**src/rtl/npu_slave_decoder.sv**
```systemverilog
// npu_slave_decoder: single-outstanding bus slave that decodes the NPU region map and issues one word access to the selected local SRAM
module npu_slave_decoder #(
    parameter int RD_LAT    = 1,
    parameter int OFS_W     = 12,
    parameter int ERR_CNT_W = 16
) (
    input  logic                 clk,
    input  logic                 rstn,
    input  logic                 req_valid,
    output logic                 req_ready,
    input  logic                 req_write,
    input  logic [31:0]          req_addr,
    input  logic [31:0]          req_wdata,
    input  logic [3:0]           req_wstrb,
    output logic                 resp_valid,
    input  logic                 resp_ready,
    output logic [31:0]          resp_rdata,
    output logic                 resp_err,
    output logic                 mem_en,
    output logic [3:0]           mem_sel,
    output logic                 mem_we,
    output logic [OFS_W-1:0]     mem_addr,
    output logic [31:0]          mem_wdata,
    output logic [3:0]           mem_wstrb,
    input  logic [127:0]         mem_rdata,
    output logic                 busy,
    output logic [ERR_CNT_W-1:0] err_cnt
);
    // NPU region map as absolute byte addresses; each END is exclusive
    localparam logic [31:0] NPU_BASE   = 32'h8200_0000;
    localparam logic [31:0] IMEM_START = NPU_BASE + 32'h0000_0000;
    localparam logic [31:0] IMEM_END   = NPU_BASE + 32'h0000_3100;
    localparam logic [31:0] WMEM_START = NPU_BASE + 32'h0000_3100;
    localparam logic [31:0] WMEM_END   = NPU_BASE + 32'h0000_6200;
    localparam logic [31:0] BMEM_START = NPU_BASE + 32'h0000_6200;
    localparam logic [31:0] BMEM_END   = NPU_BASE + 32'h0000_6280;
    localparam logic [31:0] OMEM_START = NPU_BASE + 32'h0000_6280;
    localparam logic [31:0] OMEM_END   = NPU_BASE + 32'h0000_8280;

    localparam logic [1:0] S_IDLE  = 2'd0;
    localparam logic [1:0] S_ISSUE = 2'd1;
    localparam logic [1:0] S_WAIT  = 2'd2;
    localparam logic [1:0] S_RESP  = 2'd3;

    logic [1:0]       state;
    logic [1:0]       state_next;
    logic [3:0]       hit;
    logic             dec_err;
    logic             accept;
    logic             rd_done;
    logic [31:0]      region_start;
    logic [OFS_W-1:0] ofs;
    logic             write_q;
    logic [3:0]       sel_q;
    logic [2:0]       wait_cnt;
    logic [31:0]      rd_slice;

    // Unsigned compares against absolute bounds, so nothing wraps past 0xFFFFFFFF
    assign hit[0]  = (req_addr >= IMEM_START) && (req_addr < IMEM_END);
    assign hit[1]  = (req_addr >= WMEM_START) && (req_addr < WMEM_END);
    assign hit[2]  = (req_addr >= BMEM_START) && (req_addr < BMEM_END);
    assign hit[3]  = (req_addr >= OMEM_START) && (req_addr < OMEM_END);
    assign dec_err = (hit == 4'b0000) || (req_addr[1:0] != 2'b00);

    assign req_ready = (state == S_IDLE);
    assign busy      = (state != S_IDLE);
    assign accept    = req_valid && req_ready;
    assign rd_done   = (state == S_WAIT) && (wait_cnt == 3'd0);

    // Start address of the hit region, used to form the word offset
    always_comb begin
        region_start = hit[0] ? IMEM_START :
                       hit[1] ? WMEM_START :
                       hit[2] ? BMEM_START : OMEM_START;
    end

    assign ofs = OFS_W'((req_addr - region_start) >> 2);

    // Pick the read word of the region latched at request time
    always_comb begin
        rd_slice = ({32{sel_q[0]}} & mem_rdata[31:0])
                 | ({32{sel_q[1]}} & mem_rdata[63:32])
                 | ({32{sel_q[2]}} & mem_rdata[95:64])
                 | ({32{sel_q[3]}} & mem_rdata[127:96]);
    end

    // Transaction sequencing: errors skip the memory, writes skip the wait
    always_comb begin
        state_next = state;
        case (state)
            S_IDLE:  if (accept) state_next = dec_err ? S_RESP : S_ISSUE;
            S_ISSUE: state_next = write_q ? S_RESP : S_WAIT;
            S_WAIT:  if (wait_cnt == 3'd0) state_next = S_RESP;
            S_RESP:  if (resp_ready) state_next = S_IDLE;
            default: state_next = S_IDLE;
        endcase
    end

    // State register
    always_ff @(posedge clk or negedge rstn) begin
        if (!rstn) state <= S_IDLE;
        else       state <= state_next;
    end

    // Remember direction and region for the cycles after the memory strobe
    always_ff @(posedge clk or negedge rstn) begin
        if (!rstn) begin
            write_q <= 1'b0;
            sel_q   <= 4'b0000;
        end else if (accept) begin
            write_q <= req_write;
            sel_q   <= hit;
        end
    end

    // Read latency down-counter: loaded on the strobe cycle, WAIT ends at zero
    always_ff @(posedge clk or negedge rstn) begin
        if (!rstn)                   wait_cnt <= 3'd0;
        else if (state == S_ISSUE)   wait_cnt <= 3'(RD_LAT - 1);
        else if (wait_cnt != 3'd0)   wait_cnt <= wait_cnt - 3'd1;
    end

    // Memory port: one registered strobe cycle per mapped request, zero otherwise
    always_ff @(posedge clk or negedge rstn) begin
        if (!rstn) begin
            mem_en    <= 1'b0;
            mem_sel   <= 4'b0000;
            mem_we    <= 1'b0;
            mem_addr  <= '0;
            mem_wdata <= 32'h0;
            mem_wstrb <= 4'h0;
        end else if (accept && !dec_err) begin
            mem_en    <= 1'b1;
            mem_sel   <= hit;
            mem_we    <= req_write;
            mem_addr  <= ofs;
            mem_wdata <= req_wdata;
            mem_wstrb <= req_wstrb;
        end else begin
            mem_en    <= 1'b0;
            mem_sel   <= 4'b0000;
            mem_we    <= 1'b0;
            mem_addr  <= '0;
            mem_wdata <= 32'h0;
            mem_wstrb <= 4'h0;
        end
    end

    // Response register: loaded once per transaction, held until consumed
    always_ff @(posedge clk or negedge rstn) begin
        if (!rstn) begin
            resp_valid <= 1'b0;
            resp_rdata <= 32'h0;
            resp_err   <= 1'b0;
        end else if (accept && dec_err) begin
            resp_valid <= 1'b1;
            resp_rdata <= 32'h0;
            resp_err   <= 1'b1;
        end else if (state == S_ISSUE && write_q) begin
            resp_valid <= 1'b1;
            resp_rdata <= 32'h0;
            resp_err   <= 1'b0;
        end else if (rd_done) begin
            resp_valid <= 1'b1;
            resp_rdata <= rd_slice;
            resp_err   <= 1'b0;
        end else if (state == S_RESP && resp_ready) begin
            resp_valid <= 1'b0;
        end
    end

    // Saturating count of error responses
    always_ff @(posedge clk or negedge rstn) begin
        if (!rstn)                                              err_cnt <= '0;
        else if (accept && dec_err && err_cnt != {ERR_CNT_W{1'b1}}) err_cnt <= err_cnt + 1'b1;
    end

endmodule

```
**config.mk**
```make
export PLATFORM = sky130hd
export DESIGN_NAME = npu_slave_decoder
export DESIGN_NICKNAME = d
export VERILOG_FILES = /design/src/rtl/npu_slave_decoder.sv
export SDC_FILE = /design/constraint.sdc
export NUM_CORES = 1
export LEC_CHECK = 0
export CAP_MARGIN = 15
export CORE_MARGIN = 4
export CORE_UTILIZATION = 39
export DETAILED_ROUTE_END_ITERATION = 10
export GPL_TIMING_DRIVEN = 0
export PLACE_DENSITY_LB_ADDON = 0.2
export SLEW_MARGIN = 10
export SYNTH_ARGS = -nofsm -noshare
export SYNTH_HDL_FRONTEND = slang
export SYNTH_SLANG_ARGS = --single-unit
```
**constraint.sdc**
```tcl
create_clock -name clk -period 2.29 [get_ports clk]
set_input_delay 0.229 -clock clk [delete_from_list [all_inputs] [get_ports clk]]
set_output_delay 0.229 -clock clk [all_outputs]
set_load 0.005 [all_outputs]
```
==> results.ini, run 1 <==
[sta]
hold_viol_final=0
worst_pin_slew_ns=0.819
fin_crit_sh=1.39
setup_ws_ns=-0.890
fmax_mhz=314
slew_headroom=0.454
fin_skew_ns=0.00930
setup_tns_ns=-31.09
rsz0062_at_grt=true
finalMaxSlewViolations=0
setup_viol=104
min_period_ns=3.18

[setup_path]
path_max_fanout=2
arrival_ns=3.48
crit_path_end_kind=flip-flop
critPathKind=input pin to flip-flop
critPathRequiredTime_ns=2.59
start_kind=input pin

[clock_network]
clk_pin_slew_ns=0.05
insertion_delay_ns=0.41
clkSinkCount=114
cts_tree=done
ctsLongestPathBuffers=2
htreeDepth=4
cts-root-buf=clkbuf_16
cts_buffers=17

[final_layout]
finalNonFillerCells=1075
mostFrequentLayoutCells=294 x clkdlybuf4s50_1, 114 x dfrtp_1, 64 x a22oi_1, 42 x and3_1, 40 x nand3_1
fin_nets=1099
final_core_util=0.760
layout_commonest_cell=clkdlybuf4s50_1
postLayoutCellArea_um2=10100
fillers=922
area.growth.synth_to_final_pct=89.6
n_antenna_cell=0
drive_gt1_frac=0.191

[global_route]
grt-ovfl-total=0
grt_pass1_vias=5920
grt_max_degree=86
grt_pass1_wl_mm=33.5
grt_usage=0.272
antenna_found_initial=0

[placed_design]
dp.cells=1010
place.port_buffers=306
hpwl_mm=16.1
place.gp.congestion=0.930
placed_area_um2=8700

[detailed_routing]
drt-initial-drc-count=388
post_drt_via_cell_ratio=5.32
via_count=5722
ant_nets=0
wl_per_cell_um=21.0
firstDrtPassIters=5
drc=0
drt-total-wl_mm=22.5

[floorplan]
die_area_um2=15700
die_w_um=125
fp-row-count=42
io_pins=307
die_h_um=125
initial_core_util=0.401
coreArea_um2=13300

[power]
peakVddDrop_v=0.000500
power_density_nw_per_um2=869
power_leakage_nw=4.29
finalPower_mw=8.82

[yosys]
synth_area_leader_cell=dfrtp_1
synth_area_um2=5350
synth_seq_area_share=0.533
yosys_warnings=0
synthArstFlopShare=1.00
ys_types=49
syn_nets=740
syn_area_per_cell_um2=10.2
synth_flop_cell=dfrtp_1
ys_ff_latch=114
syn_inst=527
synth_edf_count=0
synth_top_area_share=0.533
synth.area.top_cells=dfrtp_1 53%, a22oi_1 9.0%, and3_1 5.3%

[status]
outcome=finished, violations left
violations=negative setup slack

[worst_hold_path]
min_path_type=input pin to flip-flop

[flow_run]
drv_cap=0

[cell type report]
cell class,count,area [um2],share of cell area
Tap cell,176,220,0.0217
Clock inverter,12,155,0.0153
Clock buffer,20,467,0.0460
Timing Repair Buffer,339,3410,0.336
Inverter,12,45.0,0.00444
Buffer,39,246,0.0243
Sequential cell,114,2850,0.281
Multi-Input combinational cell,363,2750,0.271
[through the flow]
step,hold slack [ns],setup slack [ns]
floorplan,-0.0666,-1.06
global placement,0.475,-3.25
detailed placement,0.132,-1.62
CTS,0.272,-0.845
global route,0.158,-0.972
finish,0.152,-0.890
[cell usage after synthesis, types with 3 or more instances]
cell type	n
dfrtp_1	114
a22oi_1	64
nor2_1	53
and3_1	45
nand3_1	40
o21ai_0	39
clkbuf_1	30
nand2_1	22
nor3_1	13
xor2_1	13
inv_1	12
ha_1	11
a21oi_1	6
xnor2_1	6
buf_2	4
mux2_2	4
nand4_1	4
nor4_1	3
[worst max-delay path: stages]
cell and delay (ns):
buf_6 0.09, or4_4 0.53, or3_4 0.40, o311a_4 0.38, o21ai_4 0.15, ha_2 0.19
inv_2 0.05, fa_2 0.37, a211o_1 0.29, or2_4 0.25, a21oi_2 0.16, xor2_1 0.19
xnor2_1 0.14, nor2_1 0.05
[kinds of logic after synthesis]
kind of cell    Yosys count  synth area share
simple gates            198             0.194
compound gates          128             0.163
flops                   114             0.533
buf+inv                  51            0.0386
xor+xnor                 19            0.0311
fa+ha+maj                12            0.0295
mux                       5            0.0103
[repair_timing]
action	4_1_cts	5_1_grt
pin swaps	20	19
hold buffers	1	0
hold endpoints to repair	29	0
buffers inserted	18	6
gates resized for setup	61	108
gates cloned	0	8
endpoints found under the setup margin	104	104
[layer usage]
metal	vias to the layer above	global-route usage	routed length, um
met1	2793	0.324	8800
met4	0	0.0791	568
li1	2634	-	-
met5	-	0	0
met3	38	0.0751	1520
met2	257	0.481	11600
[registers in the layout (all words and copies together) (netlist names)]
signal and flops:
mem_we 1, state 2, sel_q 4, mem_en 1, mem_addr 12, mem_wdata 32, write_q 1, resp_err 1
err_cnt 16, wait_cnt 3, mem_wstrb 4, mem_sel 4, resp_valid 1, resp_rdata 32
[final timing paths]
kind / from / end / slack (ns) / cells after the start
hold / removal: req_addr[11] / mem_addr[9] / 0.15 / 3
max in group asynchronous: rstn / resp_rdata[1] / 1.33 / 3
hold reg to reg: err_cnt[7] / err_cnt[7] / 0.50 / 1
setup / recovery: req_addr[29] / mem_addr[11] / -0.89 / 14
min in group asynchronous: rstn / mem_en / 0.26 / 2
setup reg to reg: err_cnt[4] / err_cnt[5] / -0.03 / 8
[where the power goes]
group          leakage, nW  switching, mW  internal (mW)
logic                 2.47           1.77           1.68
clock network        0.291          0.959           1.80
registers             1.53          0.229           2.38
Power figures use the tool's default switching activity.
==> run 2, diff against run 1 <==
- GPL_ROUTABILITY_DRIVEN: unset -> 1
==> results of run 2 <==
Final layout, timing and power as in run 1 (identical DEF).
==> RTL change 1, RTL diff (config.mk and constraints of run 1) <==
Set the parameter `ERR_CNT_W` to 18 (it was 16).
--- a/src/rtl/npu_slave_decoder.sv
+++ b/src/rtl/npu_slave_decoder.sv
@@ -4,3 +4,3 @@
     parameter int OFS_W     = 12,
-    parameter int ERR_CNT_W = 16
+    parameter int ERR_CNT_W = 18
 ) (
Ports: changed (resized err_cnt); port bits go from 307 to 309. The function was not compared with the original's and may differ.
==> RTL change 1 against run 1 <==
- the flow still finishes with violations (negative setup slack)
- synthesized area increased by 0.72%
- sequential cell count is 2 higher
- setup slack improved by 0.86 ns
- fmax grew 37%
- count of clock-buffer cells in the layout is 4 higher
- die area grew 0.68%
- design area shrank 5.7%
- critical path depth down 3
- wire length shrank 11%
- register-to-register slack improved by 0.18 ns
Power is not compared: it rests on default switching activity, and its combinational part moved more than twofold at a synthesized area within 25%.
==> RTL change 1: results (changes against run 1) <==
{| class="wikitable"
! Metric !! Value
|-
| Result of the run || complete, but fails checks
|-
| Failing checks || negative setup slack
|-
| Met3 usage || 0.0742 (-0.000853)
|-
| Worst hold slack after final layout || 0.130 ns (-0.0216 ns)
|-
| Critical R2R Launch || state[1]
|-
| GR Util All Layers || 0.244 (-0.0276)
|-
| Final sum of negative setup slack || -0.0308 ns (+31.06 ns)
|-
| WL per Instance || 19.1 µm (-8.7%)
|-
| Total inserted antenna cells || 1 (+1)
|-
| Placement Setup Slack || -1.04 ns (+0.582 ns)
|-
| Clk cell area share || 0.0685 (+0.00724)
|-
| Layout Skew || 0.00609 ns (-0.00321 ns)
|-
| CTS-repair resized insts || 48 (-21%)
|-
| Layout fillers || 1,009 (+9.4%)
|-
| Crit path largest cell delay || 0.55 ns (+0.02 ns)
|-
| Multi-input gate share of total cell area || 0.249 (-0.0217)
|-
| Placed standard-cell area || 8730 µm² (+0.37%)
|-
| Post-DP HPWL || 15,400 µm (-4.2%)
|-
| Proportion of layout cells with a drive suffix above 1 || 0.0964 (-0.0949)
|-
| FF-to-FF setup slack || 0.15 ns (+0.18 ns)
|-
| Comb_multi_in || 359 (-1.1%)
|-
| Met2 wirelength from detailed routing || 10,600 µm (-9.4%)
|-
| Worst R2R End || resp_rdata[24]
|-
| Global routing met1 resource utilization || 0.278 (-0.0468)
|-
| Total Nets Final || 1,071 (-2.5%)
|-
| Final-report setup violation count || 1 (-99%)
|-
| Logic inverters || 11 (-1)
|-
| Biggest fanout along the worst timing path || 8 (+6)
|-
| Met1 Wirelength || 7640 µm (-13%)
|-
| Number of signal-net buffers in the layout || 353 (-6.6%)
|-
| Detailed-route vias per instance || 5.19 (-2.6%)
|-
| Syn nets || 733 (-0.95%)
|-
| Total placed cells including tap cells || 1,004 (-0.59%)
|-
| Least-Margin Pin Slew || 0.739 ns (-0.0800 ns)
|-
| Largest registers in the final layout || mem_wdata (32), resp_rdata (32), err_cnt (18)
|-
| X dimension of the die || 126 µm (+0.34%)
|-
| Leading cell types by total area after synthesis || sky130_fd_sc_hd__dfrtp_1 (54%), sky130_fd_sc_hd__a22oi_1 (8.9%), sky130_fd_sc_hd__a21oi_1 (6.4%)
|-
| Total of clock buffers placed in the layout || 24 (+20%)
|-
| Buffers inserted by post-CTS timing repair || 7 (-11)
|-
| Post-route worst setup slack || -0.0308 ns (+0.860 ns)
|-
| Area grow syn2layout || 77.5%
|-
| Cells on worst reg2reg path || 7 (-1)
|-
| Via count of the first global-routing pass || 5,569 (-5.9%)
|-
| Most instantiated cells after synthesis || sky130_fd_sc_hd__dfrtp_1 (116), sky130_fd_sc_hd__a21oi_1 (69), sky130_fd_sc_hd__a22oi_1 (64)
|-
| Synthesized instance count || 520 (-1.3%)
|-
| Met2 track demand over resource || 0.437 (-0.0432)
|-
| Hold path startpoint || req_addr[10]
|-
| Global-route wire length before repair || 30,500 µm (-8.7%)
|-
| WL met3 || 1530 µm (+0.26%)
|}
RTL change 1: cell count changes in the layout (fill, tap and decap cells not counted), moves of 15 or more:
cell,delta
sky130_fd_sc_hd__a21oi_1,+65
sky130_fd_sc_hd__dlygate4sd2_1,+16
sky130_fd_sc_hd__nor2_1,+35
sky130_fd_sc_hd__nor2_2,-18
sky130_fd_sc_hd__xnor2_1,+16
sky130_fd_sc_hd__nand3_1,-32
sky130_fd_sc_hd__and3_1,-35
sky130_fd_sc_hd__nor2_4,-18
sky130_fd_sc_hd__o21ai_0,-35
sky130_fd_sc_hd__buf_6,-15
sky130_fd_sc_hd__and2_1,+44
RTL change 1: kinds of logic after synthesis:
group | after synthesis | share of synthesized area
and+or+nand+nor | 165 | 0.163
AOI/OAI and AO/OA | 156 | 0.184
DFF | 116 | 0.538
buffers and inverters | 45 | 0.0420
xor gates and xnor gates | 23 | 0.0374
adders and majority gates | 12 | 0.0292
muxes | 3 | 0.00603
==> RTL change 2, RTL diff (settings of run 1) <==
Made on the original files. Make the reset (`rstn`) synchronous in 6 clocked blocks.
--- a/src/rtl/npu_slave_decoder.sv
+++ b/src/rtl/npu_slave_decoder.sv
@@ -99,3 +99,3 @@
     // State register
-    always_ff @(posedge clk or negedge rstn) begin
+    always_ff @(posedge clk) begin
         if (!rstn) state <= S_IDLE;
@@ -105,3 +105,3 @@
     // Remember direction and region for the cycles after the memory strobe
-    always_ff @(posedge clk or negedge rstn) begin
+    always_ff @(posedge clk) begin
         if (!rstn) begin
@@ -116,3 +116,3 @@
     // Read latency down-counter: loaded on the strobe cycle, WAIT ends at zero
-    always_ff @(posedge clk or negedge rstn) begin
+    always_ff @(posedge clk) begin
         if (!rstn)                   wait_cnt <= 3'd0;
@@ -123,3 +123,3 @@
     // Memory port: one registered strobe cycle per mapped request, zero otherwise
-    always_ff @(posedge clk or negedge rstn) begin
+    always_ff @(posedge clk) begin
         if (!rstn) begin
@@ -149,3 +149,3 @@
     // Response register: loaded once per transaction, held until consumed
-    always_ff @(posedge clk or negedge rstn) begin
+    always_ff @(posedge clk) begin
         if (!rstn) begin
@@ -172,3 +172,3 @@
     // Saturating count of error responses
-    always_ff @(posedge clk or negedge rstn) begin
+    always_ff @(posedge clk) begin
         if (!rstn)                                              err_cnt <= '0;
Behaviour: differs if rstn is asserted again (counterexample within 4 cycles, from zero or initial values and one cycle with rstn low); with rstn held inactive, the same outputs for 10 cycles.
==> RTL change 2 against run 1 <==
- the run still ends with negative setup slack left
- synthesized area decreased by 7.7%
- sequential power fell by 9.2%
- design area is 4.2% lower
- wire length down 3.8%
- total power is 11% lower
- combinational power is 19% lower
- setup slack better by 0.13 ns
- sequential cell count is the same
- highest routed layer unchanged
==> RTL change 2: results (changes against run 1) <==
{| class="wikitable"
! Metric !! Value
|-
| Result of the run || complete, but fails checks
|-
| Failing checks || negative setup slack
|-
| Vias || 5,932 (+3.7%)
|-
| Multi-input gate share of total cell area || 0.294 (+0.0234)
|-
| WL per Instance || 19.5 µm (-7.0%)
|-
| Total placed cells including tap cells || 1,040 (+3.0%)
|-
| Post-route worst setup slack || -0.762 ns (+0.128 ns)
|-
| Area fraction in compound gates after synthesis || 0.223 (+0.0591)
|-
| Mean cell area of the mapped netlist || 8.73 µm² (-14%)
|-
| Final routed wirelength across all metal layers || 21,700 µm (-3.8%)
|-
| Syn nets || 779 (+5.3%)
|-
| Placed standard-cell area || 8260 µm² (-5.0%)
|-
| Buffers inserted by post-CTS timing repair || 10 (-8)
|-
| Final-report setup violation count || 88 (-15%)
|-
| CTS-repair resized insts || 42 (-31%)
|-
| Layout fillers || 853 (-7.5%)
|-
| Number of distinct library cells after synthesis || 53 (+8.2%)
|-
| Total Nets Final || 1,145 (+4.2%)
|-
| Total number of sequential cells || 114 (unchanged)
|-
| Met1 Wirelength || 7440 µm (-15%)
|-
| Iteration-0 DRC Markers || 360 (-7.2%)
|-
| Cell family with the largest share of critical-path delay || compound AO/OA/AOI/OAI gates
|-
| Via count of the first global-routing pass || 5,833 (-1.5%)
|-
| Critical R2R Launch || state[0]
|-
| IR Drop Worst-Case VDD || 0.539 mV (+7.8%)
|-
| Cells on worst reg2reg path || 9 (+1)
|}
RTL change 2: power groups by stage:
stage | sequential [W] | combinational [W] | clock [W]
3_5_place_dp | 0.00240 | 0.00217 | 0
3_3_place_gp | 0.00239 | 0.00212 | 0
2_1_floorplan | 0.00240 | 0.00100 | 0
4_1_cts | 0.00236 | 0.00222 | 0.00272
6_report | 0.00237 | 0.00281 | 0.00271
5_1_grt | 0.00240 | 0.00302 | 0.00282
RTL change 2: worst min-delay path by stage:
stage / depth (start not counted) / slack, ns / to / start
3_5_place_dp: 2 / 0.46 / resp_err / resp_err
2_1_floorplan: 1 / 0.35 / mem_addr[0] / req_addr[2]
5_1_grt: 3 / 0.17 / mem_addr[9] / req_addr[11]
3_3_place_gp: 2 / 0.45 / write_q / write_q
6_report: 3 / 0.15 / mem_addr[9] / req_addr[11]
4_1_cts: 3 / 0.10 / mem_addr[8] / req_addr[10]
